===== src/rtl/perceptron_trainer.sv =====
// Sequential single-layer perceptron trainer: one shared multiplier/adder, online updates in sample order.
// Build option: define PERCEPTRON_SAT_EN to saturate weight updates instead of wrapping modulo 2^W.
module perceptron_trainer #(
  parameter int N_IN      = 2,
  parameter int N_SMP     = 4,
  parameter int W         = 16,
  parameter int FRAC      = 8,
  parameter int MAX_EPOCH = 15
) (
  input  logic                           clk,
  input  logic                           rst_n,
  input  logic                           ld_valid,
  input  logic [$clog2(N_SMP)-1:0]       ld_idx,
  input  logic [N_IN*W-1:0]              ld_x,
  input  logic                           ld_d,
  input  logic [(N_IN+1)*W-1:0]          w_init,
  input  logic [W-1:0]                   u,
  input  logic                           start,
  output logic                           busy,
  output logic                           done,
  output logic                           converged,
  output logic [$clog2(MAX_EPOCH+1)-1:0] epoch_cnt,
  output logic [$clog2(N_SMP+1)-1:0]     err_cnt,
  output logic [(N_IN+1)*W-1:0]          w_out,
  output logic [N_SMP-1:0]               y_out
);

  localparam int IW = $clog2(N_SMP);
  localparam int KW = $clog2(N_IN + 1);
  localparam int EW = $clog2(MAX_EPOCH + 1);
  localparam int CW = $clog2(N_SMP + 1);
  localparam int PW = 2 * W;
  localparam int AW = 2 * W + KW;

  localparam logic [KW-1:0]       K_LAST   = KW'(N_IN);
  localparam logic [IW-1:0]       IDX_LAST = IW'(N_SMP - 1);
  localparam logic [EW-1:0]       EP_LIMIT = EW'(MAX_EPOCH);
  localparam logic signed [W-1:0] ONE      = W'(1 << FRAC);

  typedef enum logic [2:0] {
    S_IDLE,
    S_LOAD_W,
    S_MAC,
    S_DECIDE,
    S_UPDATE,
    S_EPOCH_END,
    S_DONE
  } state_t;

  state_t state_q, state_d;

  logic [N_IN*W-1:0]   smp_x_q [N_SMP];
  logic [N_SMP-1:0]    smp_d_q;

  logic signed [W-1:0] w_q [N_IN+1];
  logic signed [W-1:0] w_d [N_IN+1];
  logic signed [W-1:0] u_q, u_d;
  logic signed [AW-1:0] acc_q, acc_d;
  logic [KW-1:0]       k_q, k_d;
  logic [IW-1:0]       idx_q, idx_d;
  logic [CW-1:0]       err_q, err_d;
  logic [CW-1:0]       err_cnt_q, err_cnt_d;
  logic [EW-1:0]       epoch_q, epoch_d;
  logic                conv_q, conv_d;
  logic [N_SMP-1:0]    y_q, y_d;

  logic                ld_we;
  logic [N_IN*W-1:0]   cur_x;
  logic                cur_d;
  logic signed [W-1:0] x_k;
  logic signed [W-1:0] mul_a;
  logic signed [PW-1:0] prod;
  logic signed [W-1:0] delta;
  logic                y_now;
  logic                adv;

  // Two's-complement add/subtract of one weight step; saturating build clamps at the W-bit limits.
  function automatic logic signed [W-1:0] upd_weight(input logic signed [W-1:0] w_in,
                                                     input logic signed [W-1:0] dlt,
                                                     input logic            add);
    logic signed [W:0] sum;
    sum = add ? ((W+1)'(w_in) + (W+1)'(dlt)) : ((W+1)'(w_in) - (W+1)'(dlt));
    upd_weight = sum[W-1:0];
`ifdef PERCEPTRON_SAT_EN
    if (sum[W] != sum[W-1])
      upd_weight = sum[W] ? {1'b1, {(W-1){1'b0}}} : {1'b0, {(W-1){1'b1}}};
`endif
  endfunction

  // Sample store is deliberately left out of reset so samples survive a mid-run reset.
  assign ld_we = ld_valid && !busy && (int'(ld_idx) < N_SMP);

  always_ff @(posedge clk) begin
    if (ld_we) begin
      smp_x_q[ld_idx] <= ld_x;
      smp_d_q[ld_idx] <= ld_d;
    end
  end

  assign cur_x = smp_x_q[idx_q];
  assign cur_d = smp_d_q[idx_q];

  always_comb begin
    x_k = ONE;
    for (int i = 0; i < N_IN; i++) begin
      if (k_q == KW'(i + 1)) x_k = cur_x[i*W +: W];
    end
  end

  // The single multiplier serves w[k]*x'[k] during MAC and u*x'[k] during UPDATE.
  assign mul_a = (state_q == S_UPDATE) ? u_q : w_q[k_q];
  assign prod  = PW'(mul_a) * PW'(x_k);
  assign delta = W'(prod >>> FRAC);
  assign y_now = ~acc_q[AW-1];

  always_comb begin
    state_d   = state_q;
    k_d       = k_q;
    idx_d     = idx_q;
    acc_d     = '0;
    err_d     = err_q;
    err_cnt_d = err_cnt_q;
    epoch_d   = epoch_q;
    conv_d    = conv_q;
    u_d       = u_q;
    y_d       = y_q;
    adv       = 1'b0;
    for (int i = 0; i <= N_IN; i++) w_d[i] = w_q[i];

    case (state_q)
      S_IDLE, S_DONE: begin
        if (start) state_d = S_LOAD_W;
      end
      S_LOAD_W: begin
        for (int i = 0; i <= N_IN; i++) w_d[i] = w_init[i*W +: W];
        u_d     = u;
        epoch_d = '0;
        conv_d  = 1'b0;
        err_d   = '0;
        idx_d   = '0;
        k_d     = '0;
        state_d = S_MAC;
      end
      S_MAC: begin
        acc_d = acc_q + AW'(prod);
        if (k_q == K_LAST) begin
          k_d     = '0;
          state_d = S_DECIDE;
        end else begin
          k_d = k_q + KW'(1);
        end
      end
      S_DECIDE: begin
        y_d[idx_q] = y_now;
        if (y_now != cur_d) begin
          err_d   = err_q + CW'(1);
          k_d     = '0;
          state_d = S_UPDATE;
        end else begin
          adv = 1'b1;
        end
      end
      S_UPDATE: begin
        // A misclassified d=1 sample pushes weights up; a misclassified d=0 sample pushes them down.
        w_d[k_q] = upd_weight(w_q[k_q], delta, cur_d);
        if (k_q == K_LAST) adv = 1'b1;
        else               k_d = k_q + KW'(1);
      end
      S_EPOCH_END: begin
        epoch_d   = epoch_q + EW'(1);
        err_cnt_d = err_q;
        err_d     = '0;
        idx_d     = '0;
        k_d       = '0;
        if (err_q == '0) begin
          conv_d  = 1'b1;
          state_d = S_DONE;
        end else if (epoch_d == EP_LIMIT) begin
          conv_d  = 1'b0;
          state_d = S_DONE;
        end else begin
          state_d = S_MAC;
        end
      end
      default: state_d = S_IDLE;
    endcase

    // Advancing to the next sample costs no cycle of its own.
    if (adv) begin
      k_d = '0;
      if (idx_q == IDX_LAST) begin
        state_d = S_EPOCH_END;
      end else begin
        idx_d   = idx_q + IW'(1);
        state_d = S_MAC;
      end
    end
  end

  always_ff @(posedge clk or negedge rst_n) begin
    if (!rst_n) begin
      state_q   <= S_IDLE;
      k_q       <= '0;
      idx_q     <= '0;
      acc_q     <= '0;
      err_q     <= '0;
      err_cnt_q <= '0;
      epoch_q   <= '0;
      conv_q    <= 1'b0;
      u_q       <= '0;
      y_q       <= '0;
      for (int i = 0; i <= N_IN; i++) w_q[i] <= '0;
    end else begin
      state_q   <= state_d;
      k_q       <= k_d;
      idx_q     <= idx_d;
      acc_q     <= acc_d;
      err_q     <= err_d;
      err_cnt_q <= err_cnt_d;
      epoch_q   <= epoch_d;
      conv_q    <= conv_d;
      u_q       <= u_d;
      y_q       <= y_d;
      for (int i = 0; i <= N_IN; i++) w_q[i] <= w_d[i];
    end
  end

  assign busy      = (state_q != S_IDLE) && (state_q != S_DONE);
  assign done      = (state_q == S_DONE);
  assign converged = conv_q;
  assign epoch_cnt = epoch_q;
  assign err_cnt   = err_cnt_q;
  assign y_out     = y_q;

  for (genvar g = 0; g <= N_IN; g++) begin : g_wout
    assign w_out[g*W +: W] = w_q[g];
  end

endmodule

===== config.mk =====
export PLATFORM = sky130hd
export DESIGN_NAME = perceptron_trainer
export DESIGN_NICKNAME = d
export VERILOG_FILES = /design/src/rtl/perceptron_trainer.sv
export SDC_FILE = /design/constraint.sdc
export NUM_CORES = 1
export LEC_CHECK = 0
export CORE_MARGIN = 4
export CORE_UTILIZATION = 25
export CTS_CLUSTER_DIAMETER = 80
export DETAILED_ROUTE_END_ITERATION = 7
export PLACE_DENSITY = 0.47
export SLEW_MARGIN = 20
export SYNTH_ARGS = -nofsm -noshare
export SYNTH_HDL_FRONTEND = slang
export SYNTH_SLANG_ARGS = --single-unit

===== constraint.sdc =====
create_clock -name clk -period 22.3 [get_ports clk]
set_clock_uncertainty 0.2 [all_clocks]
set_input_delay 6.69 -clock clk [delete_from_list [all_inputs] [get_ports clk]]
set_output_delay 6.69 -clock clk [all_outputs]
set_load 0.05 [all_outputs]

==> impl_results.md, run 1 <==
* R2r setup slk at 10.93 ns
* Die width at 311 um
* Buf/Inv on CP at 8
* CTS Root Cell: clkbuf_16
* GRT Total Usage at 0.143
* Slowest Stage Delay on Critical Path at 1.08 ns
* Average cell area after synthesis at 9.84 um^2
* Status: complete, no violations
* Vias at 17100
* CP Class: register to register
* Vias per inst at 4.64
* Number of clock sinks at 252
* Nets at 2988
* Synth Register Bits at 252
* Area leader, netlist: fa_1
* CP startpoint: k_q[0]
* Non-filler cells in the finished layout at 3677
* Fin. Hold Viols at 0
* Max clock buf depth at 3
* Vias in the first global route at 18200
* Setup TNS at 0 ns
* Synth top area cells: fa_1 23%, edfxtp_1 17%, dfrtp_1 13%, ha_1 7.8%, inv_1 5.8%
* Drt first pass iters at 5
* Post-cts sizing count at 0
* Crit-path slowest cell: dfrtp_1
* Area share of the largest cell type after synthesis at 0.230
* Max_slew headroom at 0.188
* Core area at 0.0906 mm^2
* Post-CTS Setup Bufs at 0
* Overflow after GRT at 0
* Mapped Cells at 2336
* Antenna Cells at 0
* Slew of the pin with the lowest slew margin at 1.21 ns
* Cts bufs inserted at 31
* Critical path peak fanout at 26
* WL final at 70.1 mm
* WL/cell at 19.1 um
* Fmax at 0.0879 GHz
* Initial core utilization at 0.254
* Worst skew pair latency at 0.59 ns
* Cell Rows at 110
* CP Data Arrival Time at 11.61 ns
* Cell area after layout at 0.0269 mm^2
* Fraction of registers with async set or reset after synthesis at 0.476
* Setup crit start kind: register
* Tcrit/Tclk final at 0.510
* CTS tree: done
* Antenna Nets Post-Route at 0
* Die area at 0.0968 mm^2
* First-pass GRT wire length at 109 mm
* Die Y at 311 um
* Largest net degree at the start of global routing at 65
* Layout cells sized above 1 at 0.0592
* Gp weighted congestion at 0.884
* Slew Limit Fails at 0
* Netlist Area Pre-Place at 0.0230 mm^2
* Critical R2R Launch: k_q[0]
* Clk pin slew, worst setup/hold paths at 0.06 ns
* Hold buffer count at cts at 0
* Number of flops mapped to enable cells by yosys at 132
* Initial antenna violation count at 2
* Port Buffers at 164
* Largest delay share family, worst path: adder cells
* Most used DFF post-synth: edfxtp_1
* Synth warn at 0
* Required @ worst endpoint at 22.53 ns
* Reg-to-Reg End: w_out[15]
* # setup viols final at 0
* HPWL after DPL at 55.1 mm
* Critical Path Stages at 37
* Post-synthesis sequential area ratio at 0.303
* Min Clock Period, post-route at 11.37 ns
* Synth Net Count at 2847
* Post-synthesis cell type count at 76
* H-tree Lvls at 1
* DR DRC count at 0
* Max Cap Viol at 0
* Post-layout util at 0.297
* Drt first-iter violations at 1054
* Synth-to-layout area growth at 17.2%
* Reg2reg path depth at 37
* Inst Count DP at 3620
* DP Area at 0.0260 mm^2
* RSZ-0062 raised after global routing: no
* Min-delay worst type: register to register
* Capture point of the critical path: w_out[15]
* Io pins at 165
* CP endpoint kind: register
logic make-up (layout without fill, tap and decap cells):
family / count (synthesis) / in the layout / synth area share
compound gates: 353 / 353 / 0.0988
xor+xnor: 91 / 91 / 0.0357
fa+ha+maj: 408 / 408 / 0.308
buf+inv: 438 / 603 / 0.0722
flops: 252 / 252 / 0.303
mux: 63 / 63 / 0.0426
simple gates: 731 / 731 / 0.139
how the worst min path moves through the flow:
| stage | start | endpoint | depth (start not counted) |
|---|---|---|---|
| 4_1_cts | u_q[12] | u_q[12] | 2 |
| 6_report | u_q[3] | u_q[3] | 2 |
| 2_1_floorplan | u_q[0] | u_q[0] | 2 |
| 3_3_place_gp | u_q[13] | u_q[13] | 2 |
| 3_5_place_dp | u_q[14] | u_q[14] | 2 |
| 5_1_grt | u_q[12] | u_q[12] | 2 |
metal layers:
metal | part of all wire | track usage | vias up
met1 | 0.45 | 0.194 | 8676
met5 | 0.00019 | 0 | -
met3 | 0.040 | 0.0180 | 98
met2 | 0.49 | 0.246 | 380
met4 | 0.020 | 0.0292 | 2
li1 | - | - | 7919
worst reg2reg max path: cells and delay by family, from the launching register on:
family | cells | cell delay (ns)
compound gates | 8 | 2.34
xor+xnor | 3 | 0.57
fa+ha+maj | 9 | 4.03
buf+inv | 8 | 0.98
flops | 1 | 1.08
simple gates | 9 | 2.04
placed cells by master (no fill, tap or decap), types with 6 or more instances in the layout:
master / Yosys / final
nand3_1: 18 / 18
a211o_1: 6 / 6
a22o_1: 6 / 6
clkdlybuf4s50_1: 0 / 163
a22oi_1: 20 / 20
mux2_2: 9 / 9
dfrtp_1: 120 / 119
nor2b_1: 20 / 20
ha_1: 144 / 144
o21ai_1: 16 / 16
nor3_1: 25 / 25
and3_1: 16 / 16
and2_1: 29 / 29
mux2i_1: 27 / 27
or2_2: 19 / 19
mux4_2: 27 / 27
o21ai_0: 78 / 78
clkbuf_16: 0 / 31
clkbuf_1: 66 / 7
o211ai_1: 7 / 7
nand2b_1: 22 / 21
edfxtp_1: 132 / 132
nand4_1: 6 / 6
buf_4: 1 / 24
a222oi_1: 6 / 6
a21o_1: 24 / 24
a211oi_1: 9 / 9
o21a_1: 25 / 25
a21oi_1: 97 / 97
nor2_1: 251 / 247
fa_1: 264 / 264
inv_1: 357 / 357
clkinv_1: 1 / 7
xnor2_1: 54 / 54
xor2_1: 35 / 35
o21bai_1: 7 / 7
nand2_1: 302 / 302
per-stage QoR:
step | hold slack (ns) | worst slack (ns)
floorplan | 0.245 | 12.32
global placement | 0.264 | 11.29
detailed placement | 0.264 | 11.01
CTS | 0.284 | 10.95
global route | 0.292 | 10.20
finish | 0.285 | 10.93
Yosys cell counts (7+ instances only):
| master | count |
|---|---|
| mux2_2 | 9 |
| o21bai_1 | 7 |
| nand3_1 | 18 |
| inv_1 | 357 |
| xnor2_1 | 54 |
| dfrtp_1 | 120 |
| edfxtp_1 | 132 |
| ha_1 | 144 |
| a211oi_1 | 9 |
| xor2_1 | 35 |
| a21oi_1 | 97 |
| buf_1 | 8 |
| nor2b_1 | 20 |
| nand2_1 | 302 |
| nor3_1 | 25 |
| and2_1 | 29 |
| a22oi_1 | 20 |
| mux4_2 | 27 |
| nand2b_1 | 22 |
| and3_1 | 16 |
| nor2_1 | 251 |
| clkbuf_1 | 66 |
| mux2i_1 | 27 |
| a21o_1 | 24 |
| o21a_1 | 25 |
| o211ai_1 | 7 |
| o21ai_1 | 16 |
| fa_1 | 264 |
| or2_2 | 19 |
| o21ai_0 | 78 |
registers in the layout, summed over array words and instances, names as in the netlist, 4 cells and up:
signal,flops
smp_x_q,128
w_out,48
y_out,4
epoch_cnt,4
u_q,16
acc_q,34
smp_d_q,4
area by class of cell:
type	instances	area (um^2)
Fill cell	9421	63600
Clock inverter	18	118
Tap cell	1176	1470
Inverter	358	1340
Timing Repair Buffer	188	1830
Clock buffer	39	816
Multi-Input combinational cell	1646	14400
Sequential cell	252	6970
Power of run 1 is left out: the tool's default activity adds up to more than one toggle a clock period on the data nets, which glitch-free logic cannot reach.
==> run 2, diff against run 1 <==
- PLACE_DENSITY: 0.47 -> 0.48
- clock period: 22.3 -> 10.08 ns (I/O delays scaled with it)
==> impl_results.md, run 2 (synthesized netlist as in run 1, its figures left out) <==
* Post-CTS Setup Bufs at 0 (unchanged)
* Setup ws final at 0.547 ns (was 10.93 ns)
* Gp weighted congestion at 0.882 (was 0.884)
* Crit-path slowest cell: fa_1 (was dfrtp_1)
* Core area at 0.0906 mm^2 (unchanged)
* Max reg flops at 128 (unchanged)
* R2r setup slk at 0.55 ns (was 10.93 ns)
* Vias in the first global route at 17500 (was 18200)
* Number of clock sinks at 252 (unchanged)
* # setup viols final at 0 (unchanged)
* Fin. Hold Viols at 0 (unchanged)
* Tcrit/Tclk final at 0.946 (was 0.510)
* Most used cell, CP: fa_1
* Slew Limit Fails at 0 (unchanged)
* DR DRC count at 0 (unchanged)
* Drt first pass iters at 5 (unchanged)
* Commonest non-fill, non-tap cell in the layout: inv_1 (unchanged)
* Post-cts sizing count at 0 (unchanged)
* Synth-to-layout area growth at 21.3% (was 17.2%)
* Layout cells sized above 1 at 0.0951 (was 0.0592)
* Vias per inst at 4.52 (was 4.64)
* Slew of the pin with the lowest slew margin at 0.971 ns (was 1.21 ns)
* Worst skew pair latency at 0.55 ns (was 0.59 ns)
* GRT Total Usage at 0.140 (was 0.143)
* Max_slew headroom at 0.353 (was 0.188)
* Status: complete, no violations (unchanged)
* First-pass GRT wire length at 106 mm (was 109 mm)
* Cell Rows at 110 (unchanged)
* HPWL after DPL at 54.5 mm (was 55.1 mm)
* Fmax at 0.105 GHz (was 0.0879 GHz)
* Io pins at 165 (unchanged)
* Overflow after GRT at 0 (unchanged)
* Critical path peak fanout at 16 (was 26)
* RSZ-0062 raised after global routing: no (unchanged)
* WL final at 67.9 mm (was 70.1 mm)
* Die Y at 311 um (unchanged)
* H-tree Lvls at 2 (was 1)
* CTS tree: done (unchanged)
* Max clock buf depth at 3 (unchanged)
* Initial core utilization at 0.254 (unchanged)
* Port Buffers at 164 (unchanged)
* Drt first-iter violations at 1069 (was 1054)
* WL/cell at 18.1 um (was 19.1 um)
* Max Cap Viol at 0 (unchanged)
* CP endpoint kind: register (unchanged)
* Initial antenna violation count at 1 (was 2)
* Cts bufs inserted at 35 (was 31)
* Required @ worst endpoint at 10.27 ns (was 22.53 ns)
* Leading cell types in the layout, fill and taps excluded: 357 x inv_1, 302 x nand2_1, 264 x fa_1, 238 x nor2_1, 163 x clkdlybuf4s50_1 (was 357 x inv_1, 302 x nand2_1, 264 x fa_1, 247 x nor2_1, 163 x clkdlybuf4s50_1)
* Min-delay worst type: register to register (unchanged)
* Dpl ws at 0.0656 ns (was 11.01 ns)
* Die area at 0.0968 mm^2 (unchanged)
* Min Clock Period, post-route at 9.53 ns (was 11.37 ns)
* Die width at 311 um (unchanged)
* Setup crit start kind: register (unchanged)
* CP Class: register to register (unchanged)
* Vias at 17000 (was 17100)
* Most flop-heavy register: smp_x_q (unchanged)
* Largest net degree at the start of global routing at 66 (was 65)
* Clk pin slew, worst setup/hold paths at 0.06 ns (about the same)
* Nets at 3061 (was 2988)
* Hold buffer count at cts at 0 (unchanged)
* Antenna Nets Post-Route at 0 (unchanged)
* CP Data Arrival Time at 9.73 ns (was 11.61 ns)
* Antenna Cells at 0 (unchanged)
* CTS Root Cell: clkbuf_16 (unchanged)
* Setup TNS at 0 ns (unchanged)
* Slowest Stage Delay on Critical Path at 0.55 ns (was 1.08 ns)
run 2: final timing paths:
check / end / cells past startpoint / start
max in group asynchronous: u_q[5] / 2 / rst_n
worst min register to register: y_out[2] / 2 / y_out[2]
min in group asynchronous: err_cnt[0] / 1 / rst_n
worst min-delay path: y_out[2] / 2 / y_out[2]
worst max-delay path: w_out[15] / 36 / k_q[0]
worst max register to register: w_out[15] / 36 / k_q[0]
run 2: final cells by class:
type | instances | area, um^2
clock buffers | 46 | 947
clock inverters | 18 | 231
fillers | 9503 | 62700
inverters | 358 | 1340
multi-input cells | 1646 | 14500
flip-flops and latches | 252 | 6970
well taps | 1176 | 1470
repair buffers | 257 | 2460
run 2: critical path: cells and delay by family, from the launching register on:
kind            cells  cell delay, ns
xor+xnor            3            0.51
buf+inv             5            0.72
compound gates      9            1.63
flops               1            0.39
fa+ha+maj           8            3.47
simple gates       11            2.43
run 2: metrics by stage:
stage / std cells / cell area (um^2) / hold WS [ns] / util
5_1_grt: 3753 / 27900 / 0.326 / 0.308
4_1_cts: 3752 / 27800 / 0.289 / 0.307
3_3_place_gp: 3687 / 26600 / 0.262 / 0.294
6_report: 3753 / 27900 / 0.280 / 0.308
3_5_place_dp: 3688 / 26600 / 0.274 / 0.294
2_1_floorplan: 2336 / 23000 / 0.245 / -
run 2: per-layer routing:
metal  track usage  share of wire  vias to the layer above
li1              -              -                     8052
met1         0.199           0.46                     8525
met2         0.233           0.48                      333
met3        0.0165          0.041                       58
met4        0.0254          0.016                        0
met5             0              0                        -
Power of run 2 is left out for the same reason.
